### config.mk
export PLATFORM = sky130hd
export DESIGN_NAME = smart_house_uart_rx
export DESIGN_NICKNAME = d
export VERILOG_FILES = /design/src/rtl/smart_house_uart_rx_pkg.sv /design/src/rtl/smart_house_sync2.sv /design/src/rtl/smart_house_uart_rx.sv
export SDC_FILE = /design/constraint.sdc
export NUM_CORES = 1
export LEC_CHECK = 0
export CAP_MARGIN = 30
export CORE_MARGIN = 2
export CORE_UTILIZATION = 25
export DETAILED_ROUTE_END_ITERATION = 8
export GPL_TIMING_DRIVEN = 0
export PLACE_DENSITY = 0.4
export SYNTH_ARGS = -nofsm -noshare
export SYNTH_HDL_FRONTEND = slang
export SYNTH_SLANG_ARGS = --single-unit
### constraint.sdc
create_clock -name clock -period 4.3 [get_ports clock]
set_clock_uncertainty 0.15 [all_clocks]
set_input_delay 1.075 -clock clock [delete_from_list [all_inputs] [get_ports clock]]
set_output_delay 1.075 -clock clock [all_outputs]
set_load 0.005 [all_outputs]
### src/rtl/smart_house_uart_rx_pkg.sv
// Shared SmartHouse definitions: receiver FSM encodings, command characters
// and the default UART bit period.
package smart_house_uart_rx_pkg;

  localparam int DEFAULT_CLKS_PER_BIT = 16;

  typedef enum logic [2:0] {
    HUNT  = 3'd0,
    IDLE  = 3'd1,
    START = 3'd2,
    DATA  = 3'd3,
    STOP  = 3'd4,
    BREAK = 3'd5
  } rx_state_t;

  // Letters the controller's command matcher looks for ("OPENWINDOW", ...).
  localparam logic [7:0] ASCII_O = 8'h4F;
  localparam logic [7:0] ASCII_P = 8'h50;
  localparam logic [7:0] ASCII_E = 8'h45;
  localparam logic [7:0] ASCII_N = 8'h4E;
  localparam logic [7:0] ASCII_W = 8'h57;
  localparam logic [7:0] ASCII_I = 8'h49;
  localparam logic [7:0] ASCII_D = 8'h44;

endpackage

### src/rtl/smart_house_sync2.sv
// Two-flop synchroniser for asynchronous SmartHouse inputs; both flops
// reset to RESET_VALUE so an idle line reads idle straight out of reset.
module smart_house_sync2 #(
  parameter logic RESET_VALUE = 1'b1
) (
  input  logic clock,
  input  logic reset,
  input  logic d,
  output logic q
);

  logic meta;

  always_ff @(posedge clock or posedge reset) begin
    if (reset) begin
      meta <= RESET_VALUE;
      q    <= RESET_VALUE;
    end else begin
      meta <= d;
      q    <= meta;
    end
  end

endmodule

### src/rtl/smart_house_uart_rx.sv
// 8N1 UART receiver feeding the SmartHouse controller: one character per
// strobe cycle on char_req, 8'h00 at all other times.
module smart_house_uart_rx
  import smart_house_uart_rx_pkg::*;
#(
  parameter int CLKS_PER_BIT = DEFAULT_CLKS_PER_BIT
) (
  input  logic       clock,
  input  logic       reset,
  input  logic       rx,
  output logic [7:0] char_req,
  output logic       char_valid,
  output logic       frame_error,
  output logic       busy
);

  generate
    if ((CLKS_PER_BIT < 4) || ((CLKS_PER_BIT % 2) != 0)) begin : g_bad_clks_per_bit
      $error("smart_house_uart_rx: CLKS_PER_BIT must be even and >= 4");
    end
  endgenerate

  localparam int CW = $clog2(CLKS_PER_BIT);
  localparam logic [CW-1:0] HALF_LAST = CW'(CLKS_PER_BIT / 2 - 1);
  localparam logic [CW-1:0] BIT_LAST  = CW'(CLKS_PER_BIT - 1);

  logic          rxs;
  rx_state_t     state, state_next;
  logic [CW-1:0] cnt, cnt_next;
  logic [2:0]    bit_idx, bit_idx_next;
  logic [7:0]    shift_reg, shift_next;
  logic [7:0]    char_next;
  logic          valid_next, ferr_next;

  smart_house_sync2 #(.RESET_VALUE(1'b1)) u_rx_sync (
    .clock (clock),
    .reset (reset),
    .d     (rx),
    .q     (rxs)
  );

  always_ff @(posedge clock or posedge reset) begin
    if (reset) begin
      state       <= HUNT;
      cnt         <= '0;
      bit_idx     <= '0;
      shift_reg   <= '0;
      char_req    <= 8'h00;
      char_valid  <= 1'b0;
      frame_error <= 1'b0;
    end else begin
      state       <= state_next;
      cnt         <= cnt_next;
      bit_idx     <= bit_idx_next;
      shift_reg   <= shift_next;
      char_req    <= char_next;
      char_valid  <= valid_next;
      frame_error <= ferr_next;
    end
  end

  // Start bit is re-checked at its midpoint; data and stop bits are then
  // sampled one full bit period apart, landing near each bit's centre.
  always_comb begin
    state_next   = state;
    cnt_next     = cnt;
    bit_idx_next = bit_idx;
    shift_next   = shift_reg;
    char_next    = 8'h00;
    valid_next   = 1'b0;
    ferr_next    = 1'b0;
    case (state)
      HUNT: begin
        if (rxs) state_next = IDLE;
      end
      IDLE: begin
        if (!rxs) begin
          state_next = START;
          cnt_next   = '0;
        end
      end
      START: begin
        if (cnt == HALF_LAST) begin
          cnt_next     = '0;
          bit_idx_next = 3'd0;
          state_next   = rxs ? IDLE : DATA;
        end else begin
          cnt_next = cnt + 1'b1;
        end
      end
      DATA: begin
        if (cnt == BIT_LAST) begin
          cnt_next   = '0;
          shift_next = {rxs, shift_reg[7:1]};
          if (bit_idx == 3'd7) state_next = STOP;
          else                 bit_idx_next = bit_idx + 1'b1;
        end else begin
          cnt_next = cnt + 1'b1;
        end
      end
      STOP: begin
        if (cnt == BIT_LAST) begin
          cnt_next = '0;
          if (rxs) begin
            char_next  = shift_reg;
            valid_next = 1'b1;
            state_next = IDLE;
          end else begin
            ferr_next  = 1'b1;
            state_next = BREAK;
          end
        end else begin
          cnt_next = cnt + 1'b1;
        end
      end
      BREAK: begin
        if (rxs) state_next = IDLE;
      end
      default: state_next = HUNT;
    endcase
  end

  assign busy = (state != HUNT) && (state != IDLE);

endmodule

==> results by group <==
Status
  – Status: complete, no violations

Synthesis
  – Netlist cell types: 34
  – Register area share after synthesis: 56.3%
  – Prevailing post-synth register cell: dfrtp_1
  – Synthesized instance count: 115
  – Asr flop ratio synth: 100%
  – Post-synth EDFFs: 0
  – Synth Register Bits: 30
  – Post-Syn Area per Cell: 11.6 µm²
  – Yosys warning count: 0
  – Post-Syn Area: 1340 µm²
  – Syn nets: 121

CTS
  – Hold-fix buffers, CTS: 0
  – Clock insertion delay at the later pin of the skew report: 0.28 ns
  – CTS Root Buffer Type: clkbuf_8
  – H-tree depth: 2
  – # clock sinks: 30
  – Clock-pin slew on the worst setup and hold paths: 0.06 ns
  – Postcts setup bufs: 0
  – Cts bufs inserted: 5
  – CTS tree: yes
  – Cts repair resizes: 0
  – CTS max path bufs: 2

STA
  – Final worst-path cycle share: 68.7%
  – Setup tns final: 0 ns
  – Unrepaired setup endpoints after global routing: false
  – Setup violations, final: 0
  – Worst slew margin: 70.0%
  – Final Slew Violations: 0
  – Tmin final: 2.95 ns
  – Fin. Hold Viols: 0
  – FMAX: 338 MHz
  – Worst-Margin Slew: 0.449 ns

Floorplanning
  – Die height: 77.1 µm
  – Io pins: 14
  – DIE AREA: 5950 µm²
  – Die Wd: 77.1 µm
  – Cell Rows: 26
  – Initial Util: 26.0%
  – Core ar.: 5140 µm²

Worst setup path
  – Critical path peak fanout: 10
  – Critical Path Max Stage Delay: 0.44 ns
  – Startpoint types: register
  – Type of the worst setup path: reg -> out
  – Crit path cell chain: clkbuf_1, or2_2, clkdlybuf4s50_1
  – CP arrival: 1.73 ns
  – Slowest stage cell, crit path: dfrtp_1
  – CP Capture Type: primary output
  – Required @ worst endpoint: 3.07 ns

Power
  – Power per cell area: 591 nW/µm²
  – Leakage: 0.796 nW
  – Max VDD drop: 174 µV

Place
  – Detail Placement HPWL: 1.75 mm
  – Placed Cells: 199
  – Placer Congestion: 0.748
  – Count of input and output buffers: 13

Global routing
  – First-pass GRT wire length: 4.35 mm
  – Largest net degree at the start of global routing: 23
  – Vias in the first global route: 908
  – GRT Residual Overflow: 0
  – All-layer global routing usage: 9.26%
  – Initial antenna violation count: 0

Route
  – Initial DRC Count: 53
  – Vias: 890
  – Routed len/inst: 11.8 µm
  – Remaining DRCs: 0
  – DRT Wirelength: 2.44 mm
  – DR pass1 iterations: 4
  – Routed Antenna Nets: 0
  – Via density: 4.30

Min path
  – Hold/Removal Path Class: reg -> reg

Final layout
  – P&R area growth vs syn: 29.0%
  – Non-filler cells in the finished layout: 207
  – Core Util, Final: 33.6%
  – Ant diodes: 0
  – Final nets: 142
  – Fraction of layout cells with a size suffix above 1: 20.4%

Flow run
  – Max Cap Viol: 0
==> cells by family after synthesis <==
| group | count (synthesis) | share of synthesized area (%) |
|---|---|---|
| adder cells (fa/ha/maj) | 3 | 2.81 |
| AND/OR/NAND/NOR | 37 | 15.6 |
| AO/OA/AOI/OAI | 17 | 7.58 |
| buffers and inverters | 12 | 4.58 |
| multiplexers | 15 | 12.4 |
| XOR/XNOR | 1 | 0.655 |
| flip-flops | 30 | 56.3 |
==> stage by stage <==
stage | power (mW) | hold WS (ns) | area [µm²] | setup slack [ns]
finish | 1.02 | 0.209 | 1730 | 1.35
global route | 1.10 | 0.224 | 1730 | 1.21
CTS | 1.03 | 0.211 | 1730 | 1.34
detailed placement | 0.675 | 0.197 | 1580 | 1.64
global placement | 0.666 | 0.196 | 1560 | 1.63
floorplan | 0.605 | 0.195 | 1340 | 2.18
==> area by class of cell <==
cell class                      instances  area [µm²]
Buffer                                  5        35.0
Clock buffer                            6        82.6
Clock inverter                          2        60.1
Fill cell                             531        3410
Inverter                                7        26.3
Multi-Input combinational cell         73         523
Sequential cell                        30         753
Tap cell                               70        87.6
Timing Repair Buffer                   14         158
==> path summary, 6_finish.rpt <==
check                               start  slack, ns           to  cells after the start
min reg2reg                u_rx_sync.meta       0.21  u_rx_sync.q                      0
max                              state[1]       1.35         busy                      3
max reg2reg                        cnt[0]       2.55   bit_idx[1]                      6
min                        u_rx_sync.meta       0.21  u_rx_sync.q                      0
max in group asynchronous           reset       2.52  u_rx_sync.q                      3
min in group asynchronous           reset       0.94  char_req[1]                      2
==> cells in the final DEF (no fill, tap or decap), types with 2 or more instances in the layout <==
cell type        instances
mux2i_1                  5
buf_4                    2
clkbuf_8                 6
bufinv_16                2
o21ai_0                  3
ha_1                     3
nor2_1                   5
and3_1                   4
clkdlybuf4s50_1         13
nand2_1                  7
o22ai_1                  2
a21oi_1                  7
dfstp_2                  2
inv_1                    7
nand2b_1                 2
nand3_1                  2
mux2_2                   9
and2_1                   9
dfrtp_1                 28
==> worst max-delay path: cells and delay by family (launching register included) <==
family,cells,cell delay [ns]
flip-flops,1,0.44
buffers and inverters,2,0.68
AND/OR/NAND/NOR,1,0.34
==> synthesized netlist by cell type, types with 2 or more instances <==
library cell,n,share of area (%)
a21oi_1,7,2.6
and2_1,9,4.2
and3_1,4,1.9
buf_4,2,1.1
dfrtp_1,28,52
dfstp_2,2,3.9
ha_1,3,2.8
inv_1,7,2.0
mux2_2,9,7.6
mux2i_1,5,3.7
nand2_1,7,2.0
nand2b_1,2,0.94
nand3_1,2,0.75
nor2_1,5,1.4
o21ai_0,3,1.1
o22ai_1,2,0.94
==> per-layer routing <==
metal,up-vias,routed length [µm],track usage [%]
li1,436,-,-
met1,436,1170,12.2
met2,12,1150,14.1
met3,6,73,2.82
met4,0,44,3.75
met5,-,0,0
==> power by group <==
part	switching [mW]	total [mW]	internal [mW]
sequential	0.0537	0.396	0.342
combinational	0.132	0.270	0.138
clock	0.107	0.354	0.247
total	0.292	1.02	0.727
(Power assumes the default switching activity.)
==> RTL edit 1, RTL diff (config.mk and constraints unchanged) <==
`RESET_VALUE` is set to 1'b1 in 2 places; all go to 1'b0.
--- a/src/rtl/smart_house_sync2.sv
+++ b/src/rtl/smart_house_sync2.sv
@@ -2,5 +2,5 @@
 // reset to RESET_VALUE so an idle line reads idle straight out of reset.
 module smart_house_sync2 #(
-  parameter logic RESET_VALUE = 1'b1
+  parameter logic RESET_VALUE = 1'b0
 ) (
   input  logic clock,
--- a/src/rtl/smart_house_uart_rx.sv
+++ b/src/rtl/smart_house_uart_rx.sv
@@ -33,5 +33,5 @@
   logic          valid_next, ferr_next;
 
-  smart_house_sync2 #(.RESET_VALUE(1'b1)) u_rx_sync (
+  smart_house_sync2 #(.RESET_VALUE(1'b0)) u_rx_sync (
     .clock (clock),
     .reset (reset),
Behaviour: not the same (Yosys sat finds a counterexample within 4 cycles, from zero or initial values and one cycle with reset high).
==> RTL edit 1 against the original RTL <==
  * Area after synthesis is 0.19% lower
  * Power is 7.6% lower
  * Critical path depth stayed put
  * Design area is 2.1% lower
  * Routed wire length is 0.62% higher
  * Clock power is 22% lower
  * Critical path type unchanged
  * Highest routed layer unchanged
  * Register-to-register slack worse by 20 ps
  * Setup slack worse by 3.8 ps
  * Sequential cell count stayed put
==> RTL edit 1: results (changes against the original RTL) <==
[outcome]
run_status = complete, no violations

[sta]
period_share_pct = 68.8  ; +0.089 points
whs_ps = 200  ; -8.66 ps
tightest_slew_ps = 456  ; +6.59 ps

[setup_path]
slowest_stage = clkdlybuf4s50_1
r2r_slack_ps = 2530  ; -20 ps
r2r-end = bit_idx[0]$_DFFE_PP0P_

[min_path]
holdCritStartpoint = u_rx_sync.meta$_DFF_PP0_
hold_end = u_rx_sync.q$_DFF_PP0_

[cells_and_area]
clock_buffers = 5  ; -1
clk_share_pct = 6.44  ; -1.8 points
drive_gt1_share_pct = 19.0  ; -1.5 points
sh_seq_area_pct = 44.4  ; +0.79 points
buffers = 19  ; unchanged
nFillCells = 559  ; +5.3%
multi_input_area_share_pct = 31.0  ; +0.65 points

[drt]
vias_per_cell = 4.24  ; -1.3%
via_count = 878  ; -1.3%
firstDrtPassIters = 4  ; unchanged
drtIter0Drc = 32  ; -40%
routed_wl_um = 2450  ; +0.62%

[global_route]
grt_pass1_vias = 896  ; -1.3%
track_usage_pct = 9.61  ; +0.35 points
grt_max_degree = 24  ; +4.3%
grt_pass1_wl_um = 4390  ; +0.80%

[synthesis]
synth.area.top_cells = dfrtp_1 56%, mux2_2 7.6%, and2_1 4.2%
syn_avg_cell_area_um2 = 11.6  ; -0.19%
synth.distinct_cells = 33  ; -2.9%
yosys-top-cells-count = 30 x dfrtp_1, 9 x and2_1, 9 x mux2_2
synth_seq_area_share_pct = 56.2  ; -0.082 points

[power]
leakage_uw = 0.000785  ; -1.4%
power_density_nw_per_um2 = 558  ; -5.6%
irDropWorstVdd_uv = 338  ; +94%

[place]
place_area_um2 = 1580  ; -0.16%
dpl_worst_slack_ps = 1660  ; +14.6 ps
hpwl_um = 1730  ; -1.4%
gp_congestion = 0.857  ; +15%

[floorplanning]
die_w_um = 77.1  ; about the same

RTL edit 1: cell types whose count changed after synthesis, sizes merged:
cell,unedited run,this run
dfrtp,28,30
dfstp,2,0
RTL edit 1: metal layers:
metal	vias to the layer above	GRT usage, %	part of all wire (%)
met4	0	5.89	2.6
met3	8	3.06	4.9
li1	430	-	-
met1	423	12.7	49
met2	17	13.6	44
met5	-	0	0
RTL edit 1: power breakdown:
group | internal, uW | total (uW) | switching [uW] | leakage (uW)
clock network | 170 | 275 | 104 | 0.0000579
registers | 341 | 394 | 53.0 | 0.000392
logic | 138 | 273 | 135 | 0.000335
total | 650 | 942 | 292 | 0.000785
RTL edit 1: logic make-up after synthesis:
family,count (synthesis),synth area share [%]
xor gates and xnor gates,1,0.656
muxes,15,12.5
buffers and inverters,12,4.59
adders and majority gates,3,2.81
and+or+nand+nor,37,15.7
DFF,30,56.2
AOI/OAI and AO/OA,17,7.59
==> RTL edit 2, RTL diff (same settings) <==
Without the edit above. Register the input `rx` before use, without a reset. The logic sees it one clock later.
--- a/src/rtl/smart_house_uart_rx.sv
+++ b/src/rtl/smart_house_uart_rx.sv
@@ -14,4 +14,10 @@
   output logic       busy
 );
+
+  logic rx_q;
+
+  always_ff @(posedge clock) begin
+    rx_q <= rx;
+  end
 
   generate
@@ -36,5 +42,5 @@
     .clock (clock),
     .reset (reset),
-    .d     (rx),
+    .d     (rx_q),
     .q     (rxs)
   );
Formal check against the unedited RTL: not equivalent (a bounded check fails within 4 cycles, from zero or initial values and one cycle with reset high).
==> RTL edit 2 against the original RTL <==
  * Register-to-register slack worse by 20 ps
  * Routed wire length is 0.78% higher
  * Power decreased by 6.3%
  * Sequential cell count is 1 higher
  * Area after synthesis increased by 1.5%
  * Setup slack worse by 63 ps
  * Via count rose by 0.56%
  * Critical path type unchanged
  * Largest power group unchanged
  * Core utilization down 0.31 points
  * Cell count rose by 0.48%
  * Design area decreased by 0.29%
  * Highest routed layer unchanged
  * Die area grew 1.4%
  * Count of clock-buffer cells in the layout unchanged
==> RTL edit 2: results (changes against the original RTL) <==
[outcome]
run_status = complete, no violations

[synthesis]
synthesis.nets = 122  ; +0.83%
syn_avg_cell_area_um2 = 11.7  ; +0.62%
synth_seq_area_share_pct = 57.0  ; +0.64 points
yosys-top-cells-count = 28 x dfrtp_1, 9 x and2_1, 9 x mux2_2
synthArstFlopShare_pct = 96.8  ; -3.2 points
synth.distinct_cells = 35  ; +2.9%
synth.area.top_cells = dfrtp_1 52%, mux2_2 7.5%, and2_1 4.1%

[min_path]
hold_end = u_rx_sync.meta$_DFF_PP1_
hp-class = reg2reg
worstHoldPathCells = 0  ; unchanged
holdCritStartpoint = rx_q$_DFF_P_

[global_route]
track_usage_pct = 9.50  ; +0.24 points
antenna_found_initial = 0  ; unchanged
grt_max_degree = 24  ; +4.3%
grt_pass1_vias = 916  ; +0.88%
grt_pass1_wl_um = 4410  ; +1.3%

[cts]
path_clk_slew_ps = 70
cts_setup_buffers = 0  ; unchanged
postCtsHoldBufs = 0  ; unchanged
clockRootBuffer = clkbuf_8
cts_buffers = 5  ; unchanged
cts-resized-gates = 0  ; unchanged
htreeDepth = 2  ; unchanged

[cells_and_area]
drive_gt1_share_pct = 20.3  ; -0.15 points
nFillCells = 516  ; -2.8%
diodes = 0  ; unchanged
num-nets-final = 143  ; +0.70%

[setup_path]
crit_fanout = 10  ; unchanged
r2r_slack_ps = 2530  ; -20 ps
r2r-end = bit_idx[1]$_DFFE_PP0P_
cp.arrival_ps = 1790  ; +60 ps
r2r_start = cnt[0]$_DFFE_PP0P_

[place]
dp.cells = 200  ; +0.50%
gp_congestion = 0.762  ; +1.9%
portBuffers = 13  ; unchanged
hpwl_um = 1740  ; -0.38%

[drt]
routed_wl_um = 2460  ; +0.78%
drtIter0Drc = 68  ; +28%
via_count = 895  ; +0.56%
vias_per_cell = 4.30  ; about the same
firstDrtPassIters = 4  ; unchanged

[sta]
relSlewSlack_pct = 72.7  ; +2.7 points
whs_ps = 146  ; -62.7 ps

[power]
leakage_uw = 0.000794  ; -0.21%
irDropWorstVdd_uv = 145  ; -16%

==> RTL edit 2: cell types whose count changed in the layout (fill, tap and decap cells not counted) <==
cell / change
clkinv_2: +1
bufinv_16: -1
dfxtp_1: +1
==> RTL edit 2: where the power goes <==
group          internal, uW  switching, uW
sequential              349           53.6
combinational           130            126
clock                   187            109
==> RTL edit 2: layer usage <==
metal	routed length [um]	part of all wire, %	track usage, %
met1	1170	48	11.9
met4	49	2.0	4.29
met5	0	0	0
met2	1140	46	14.5
met3	97	4.0	3.60
==> RTL edit 2: metrics by stage <==
step / cell area, um^2 / util (%) / worst slack, ps
finish: 1720 / 33.3 / 1280
global route: 1720 / 33.3 / 1200
CTS: 1720 / 33.3 / 1280
detailed placement: 1600 / 31.0 / 1590
global placement: 1580 / 30.5 / 1600
floorplan: 1360 / - / 2180
==> RTL edit 2: logic make-up after synthesis <==
family / count (synthesis) / synth area share [%]
AO/OA/AOI/OAI: 17 / 7.46
adder cells (fa/ha/maj): 3 / 2.77
buffers and inverters: 12 / 4.52
XOR/XNOR: 1 / 0.645
AND/OR/NAND/NOR: 37 / 15.4
multiplexers: 15 / 12.3
flip-flops: 31 / 57.0
==> RTL edit 2: how the worst max path moves through the flow <==
stage | start | slack, ps | to | cells after the start
final | state[1]$_DFFE_PP0P_ | 1280 | busy | 3
after global routing | state[1]$_DFFE_PP0P_ | 1200 | busy | 3
after CTS | state[1]$_DFFE_PP0P_ | 1280 | busy | 3
after detailed placement | state[1]$_DFFE_PP0P_ | 1590 | busy | 3
after global placement | state[1]$_DFFE_PP0P_ | 1600 | busy | 3
after floorplan | state[1]$_DFFE_PP0P_ | 2180 | busy | 2
==> RTL edit 2: critical path, stage by stage, from the launching register on <==
cell and delay (ps):
dfrtp_1 480, clkbuf_1 370, or2_2 180, clkdlybuf4s50_1 490
==> RTL edit 2: cell type report <==
type,count,area (um^2),area share [%]
Sequential cell,31,773,44.9
Multi-Input combinational cell,73,523,30.4
Timing Repair Buffer,14,158,9.16
Tap cell,70,87.6,5.09
Clock buffer,6,82.6,4.80
Clock inverter,2,35.0,2.04
Buffer,5,35.0,2.04
Inverter,7,26.3,1.53
